==> config.mk <==
export PLATFORM = sky130hd
export DESIGN_NAME = cpu_clock_ctrl
export DESIGN_NICKNAME = d
export VERILOG_FILES = /design/src/rtl/cpu_clock_ctrl.sv
export SDC_FILE = /design/constraint.sdc
export NUM_CORES = 1
export LEC_CHECK = 0
export CORE_AREA = 5 5 77 79
export CTS_CLUSTER_SIZE = 10
export DETAILED_ROUTE_END_ITERATION = 6
export DIE_AREA = 0 0 82 84
export GPL_ROUTABILITY_DRIVEN = 1
export SYNTH_ARGS = -nofsm -noshare
export SYNTH_HDL_FRONTEND = slang
export SYNTH_SLANG_ARGS = --single-unit
==> constraint.sdc <==
create_clock -name clk -period 2.8 [get_ports clk]
set_input_delay 0.56 -clock clk [delete_from_list [all_inputs] [get_ports clk]]
set_output_delay 0.56 -clock clk [all_outputs]
set_load 0.01 [all_outputs]
==> src/rtl/cpu_clock_ctrl.sv <==
// ============================================================================
//  Module      : cpu_clock_ctrl
//  Description : Single-clock CPU enable generator with four selectable rates,
//                run/pause control and an optional debounced single-step
//                button (enabled by defining CPU_CLOCK_CTRL_STEP_EN).
//  Revision    : 1.0 - initial release
// ============================================================================
`default_nettype none

module cpu_clock_ctrl #(
    parameter int unsigned DIV0     = 1,
    parameter int unsigned DIV1     = 1_000,
    parameter int unsigned DIV2     = 100_000,
    parameter int unsigned DIV3     = 5_000_000,
    parameter int unsigned CNT_W    = 24,
    parameter int unsigned DEBOUNCE = 500_000,
    parameter int unsigned TICK_W   = 16
) (
    input  logic              clk,
    input  logic              reset,
    input  logic [1:0]        mode,
    input  logic              run,
    input  logic              step_btn,
    output logic              cpu_en,
    output logic              paused,
    output logic              step_db,
    output logic [TICK_W-1:0] tick_count
);

`ifdef CPU_CLOCK_CTRL_STEP_EN
    typedef enum logic [1:0] {
        ST_PAUSED  = 2'd0,
        ST_RUNNING = 2'd1,
        ST_STEP    = 2'd2
    } state_t;
`else
    typedef enum logic [1:0] {
        ST_PAUSED  = 2'd0,
        ST_RUNNING = 2'd1
    } state_t;
`endif

    state_t              state_q, state_d;
    logic [CNT_W-1:0]    cnt_q, cnt_d;
    logic [CNT_W-1:0]    div_m1;
    logic                cpu_en_q, cpu_en_d;
    logic                paused_q, paused_d;
    logic [1:0]          mode_q;
    logic [TICK_W-1:0]   tick_q, tick_d;

    // Terminal count follows the registered mode so a change is seen one cycle later.
    always_comb begin
        case (mode_q)
            2'd0:    div_m1 = CNT_W'(DIV0 - 1);
            2'd1:    div_m1 = CNT_W'(DIV1 - 1);
            2'd2:    div_m1 = CNT_W'(DIV2 - 1);
            default: div_m1 = CNT_W'(DIV3 - 1);
        endcase
    end

`ifdef CPU_CLOCK_CTRL_STEP_EN
    localparam int unsigned DB_W = (DEBOUNCE > 1) ? $clog2(DEBOUNCE) : 1;

    logic            sync1_q, btn_s_q;
    logic            step_db_q, step_db_d, step_db_prev_q;
    logic [DB_W-1:0] db_cnt_q, db_cnt_d;
    logic            step_req;

    always_comb begin
        step_db_d = step_db_q;
        db_cnt_d  = '0;
        if (btn_s_q != step_db_q) begin
            if (db_cnt_q == DB_W'(DEBOUNCE - 1)) begin
                step_db_d = btn_s_q;
            end else begin
                db_cnt_d = db_cnt_q + DB_W'(1);
            end
        end
    end

    always_ff @(posedge clk) begin
        if (!reset) begin
            sync1_q        <= 1'b0;
            btn_s_q        <= 1'b0;
            step_db_q      <= 1'b0;
            step_db_prev_q <= 1'b0;
            db_cnt_q       <= '0;
        end else begin
            sync1_q        <= step_btn;
            btn_s_q        <= sync1_q;
            step_db_q      <= step_db_d;
            step_db_prev_q <= step_db_q;
            db_cnt_q       <= db_cnt_d;
        end
    end

    assign step_req = step_db_q & ~step_db_prev_q;
    assign step_db  = step_db_q;
`else
    logic unused_step_btn;
    assign unused_step_btn = step_btn;
    assign step_db         = 1'b0;
`endif

    always_comb begin
        state_d  = state_q;
        cnt_d    = '0;
        cpu_en_d = 1'b0;
        tick_d   = cpu_en_q ? tick_q + TICK_W'(1) : tick_q;
        case (state_q)
            ST_RUNNING: begin
                if (!run) begin
                    state_d = ST_PAUSED;
                end else if (mode != mode_q) begin
                    cnt_d = '0;
                end else if (cnt_q == div_m1) begin
                    cpu_en_d = 1'b1;
                end else begin
                    cnt_d = cnt_q + CNT_W'(1);
                end
            end
`ifdef CPU_CLOCK_CTRL_STEP_EN
            ST_STEP: begin
                state_d = run ? ST_RUNNING : ST_PAUSED;
            end
`endif
            default: begin
                if (run) begin
                    state_d = ST_RUNNING;
`ifdef CPU_CLOCK_CTRL_STEP_EN
                end else if (step_req) begin
                    state_d  = ST_STEP;
                    cpu_en_d = 1'b1;
`endif
                end
            end
        endcase
        paused_d = (state_d != ST_RUNNING);
    end

    always_ff @(posedge clk) begin
        if (!reset) begin
            state_q  <= ST_PAUSED;
            cnt_q    <= '0;
            cpu_en_q <= 1'b0;
            paused_q <= 1'b1;
            mode_q   <= 2'd0;
            tick_q   <= '0;
        end else begin
            state_q  <= state_d;
            cnt_q    <= cnt_d;
            cpu_en_q <= cpu_en_d;
            paused_q <= paused_d;
            mode_q   <= mode;
            tick_q   <= tick_d;
        end
    end

    assign cpu_en     = cpu_en_q;
    assign paused     = paused_q;
    assign tick_count = tick_q;

endmodule

`default_nettype wire

==> out/qor.yml <==
status:
  status: "finished clean"
critical_path:
  path_cells: "inv_1 -> ha_1 -> or4_1 -> a222oi_1 -> o2111a_1 -> buf_4 -> a211oi_1"
  r2r_slack_ns: 0.34
  critPathRequiredTime_ns: 2.97
  r2r_start: "mode_q[0]"
  end_kind: "register"
  crit_type: "reg2reg"
  reg2reg_to: "cnt_q[15]"
  slowest_stage: "o2111a_1"
  slowest_delay_ns: 0.48
  worstRegToRegCells: 7
  cp.arrival_ns: 2.63
  cp-start-kind: "register"
  cp_max_fo: 9
logic_synthesis:
  ys.warnings.count: 0
  synth_area_leaders: "dfxtp_1, xor2_1, xnor2_1, ha_1, nand3_1"
  syn_area_mm2: 0.00221
  synth_top_area_share_pct: 41.7
  yosysTopAreaCell: "dfxtp_1"
  ys_seq_elements: 46
  synth-seq-area-share_pct: 41.7
  synth_top_family_by_area: "simple AND/OR/NAND/NOR gates"
  syn_nets: 261
  synth_xor_area_share_pct: 10.7
  synth-adder-area-share_pct: 3.40
  yosys.area_share.simple_pct: 28.9
  netlist_instances: 249
  avgSynthCellArea_um2: 8.87
  synth_compound_area_share_pct: 10.2
  synth_cell_types: 36
  synth_mux_area_share_pct: 0.453
power_and_ir_drop:
  switching_share_pct: 21.2
  p_int_uw: 945
  combinationalPowerShare_pct: 4.1
  p_clk_share_pct: 40.9
  p_sw_uw: 254
  pwr-share-seq_pct: 55.0
  ir_worst_vdd_mv: 0.266
  p_leak_nw: 0.832
  power_density_mw_per_mm2: 464
clock_tree:
  cts_max_level: 2
  cts_buffers: 5
  ctsResizeCount: 0
  cts_setup_buffers: 0
  clk_latency_ns: 0.30
  cts_tree: "yes"
  cts.sinks: 46
  cts_root_buf: "clkbuf_8"
  clock_path_buffers: 2
  hold_buffers: 0
  clkTransAtPathRegs_ns: 0.09
grt:
  grt_pass1_vias: 1764
  antenna_found_initial: 0
  grt_use_total_pct: 14.8
  grt_pass1_wl_um: 8170
  grt-ovfl-total: 0
  grt_max_degree: 17
final_layout:
  seq_area_um2: 921
  antennaDiodeCount: 0
  final_area_mm2: 0.00258
  final_nets: 280
  layout_common_cells: "dfxtp_1, clkdlybuf4s50_1, nor2_1, xor2_1, nand3_1"
  final_common_cell: "dfxtp_1"
  area_growth_pct: 16.9
  drive_above_1_share_pct: 4.46
  fillerInstances: 553
  multiInputGateArea_mm2: 0.00119
route:
  avgRoutedWirePerCell_um: 13.5
  detail_route.first_pass.iterations: 4
  viasPerCell: 5.45
  drt_wl_total_um: 4600
  drt_iter0_drc: 49
  antenna_left: 0
  drc_errors: 0
  vias: 1858
die:
  dieArea_mm2: 0.00689
  die_w_um: 82
  io-pin-count: 25
  die_y_um: 84
  coreArea_mm2: 0.00527
  num_rows: 27
  initial_core_util_pct: 41.9
worst_hold_path:
  hp-class: "reg2reg"
  hold_end: "state_q[1]"
  hold_depth: 2
  hold_path_startpoint: "state_q[1]"
timing:
  setup_viol_count_final: 0
  hold_viol_final: 0
  max_freq_ghz: 0.406
  skew_ns: 0.00832
  drv_slew: 0
  finalCriticalPeriod_ns: 2.46
  finalCritPeriodShare_pct: 87.9
  rsz0062_at_grt: "false"
  setup_tns_ns: 0
placement:
  hpwl_um: 3290
  gp_congestion: 0.794
  dpl_cell_area_mm2: 0.00247
  io_buffers: 22
job:
  maxCapViolations: 0
how the worst max path moves through the flow:
| stage | endpoint | start | slack, ns | depth (start not counted) |
|---|---|---|---|---|
| CTS | cnt_q[15] | mode_q[0] | 0.39 | 7 |
| finish | cnt_q[15] | mode_q[0] | 0.34 | 7 |
| detailed placement | cnt_q[15] | mode_q[0] | 0.43 | 7 |
| floorplan | cnt_q[4] | mode_q[0] | 0.78 | 7 |
| global route | cnt_q[15] | mode_q[0] | 0.23 | 7 |
| global placement | cnt_q[15] | mode_q[0] | 0.43 | 7 |
power groups by stage:
| stage | Clock (mW) | Sequential [mW] | Combinational, mW |
|---|---|---|---|
| global route | 0.539 | 0.661 | 0.0545 |
| finish | 0.490 | 0.660 | 0.0489 |
| floorplan | 0 | 0.675 | 0.0324 |
| global placement | 0 | 0.675 | 0.0488 |
| CTS | 0.509 | 0.660 | 0.0490 |
| detailed placement | 0 | 0.675 | 0.0488 |
final cells by class:
| type | instances | share of cell area (%) |
|---|---|---|
| Clock buffer | 6 | 2.81 |
| Clock inverter | 2 | 1.45 |
| Inverter | 6 | 0.872 |
| Multi-Input combinational cell | 183 | 46.1 |
| Sequential cell | 46 | 35.6 |
| Tap cell | 72 | 3.49 |
| Timing Repair Buffer | 26 | 9.69 |
Yosys cell counts (all sizes together):
| library cell | n |
|---|---|
| o41ai | 1 |
| a21oi | 8 |
| dfxtp | 46 |
| buf | 6 |
| a222oi | 1 |
| nand2 | 14 |
| conb | 1 |
| nor3 | 13 |
| nor4 | 2 |
| nor2 | 18 |
| nor3b | 3 |
| and4 | 7 |
| and3 | 6 |
| o2111a | 1 |
| inv | 6 |
| nand2b | 3 |
| or4 | 10 |
| mux2i | 1 |
| o311ai | 1 |
| o21ai | 5 |
| nand3 | 15 |
| o31ai | 8 |
| o22ai | 2 |
| ha | 6 |
| xnor2 | 12 |
| or2 | 1 |
| or3 | 8 |
| clkbuf | 8 |
| nand4 | 12 |
| a211oi | 6 |
| and2 | 3 |
| xor2 | 15 |
layer usage:
metal	vias up	track usage, %	wire (um)
met3	6	3.89	214
met5	-	0	0
met4	0	4.83	73
li1	954	-	-
met2	38	23.7	2160
met1	860	19.1	2150
registers in the layout (all words and copies together) (netlist names):
register    flops
tick_count     16
cnt_q          24
cpu_en          1
mode_q          2
paused          1
state_q         2
kinds of logic (layout without fill, tap and decap cells):
family,count (synthesis),in the layout
flip-flops,46,46
other,1,1
adder cells (fa/ha/maj),6,6
XOR/XNOR,27,27
buffers and inverters,20,40
AO/OA/AOI/OAI,33,33
multiplexers,1,1
AND/OR/NAND/NOR,115,115
through the flow:
| step | power, mW | hold WS, ns | std cells | worst slack (ns) | utilization [%] |
|---|---|---|---|---|---|
| final | 1.20 | 0.454 | 341 | 0.340 | 49.0 |
| after global routing | 1.25 | 0.470 | 341 | 0.231 | 49.0 |
| after CTS | 1.22 | 0.454 | 341 | 0.385 | 49.0 |
| after detailed placement | 0.724 | 0.441 | 333 | 0.431 | 46.9 |
| after global placement | 0.724 | 0.431 | 333 | 0.434 | 46.9 |
| after floorplan | 0.708 | 0.423 | 249 | 0.783 | - |
worst max-delay path, delay by kind of cell (launching register included):
kind | cells | cell delay [ns]
flip-flops | 1 | 0.44
AO/OA/AOI/OAI | 3 | 0.91
AND/OR/NAND/NOR | 1 | 0.40
adder cells (fa/ha/maj) | 1 | 0.24
buffers and inverters | 2 | 0.33
No activity file was read; power rests on OpenSTA's default activity.
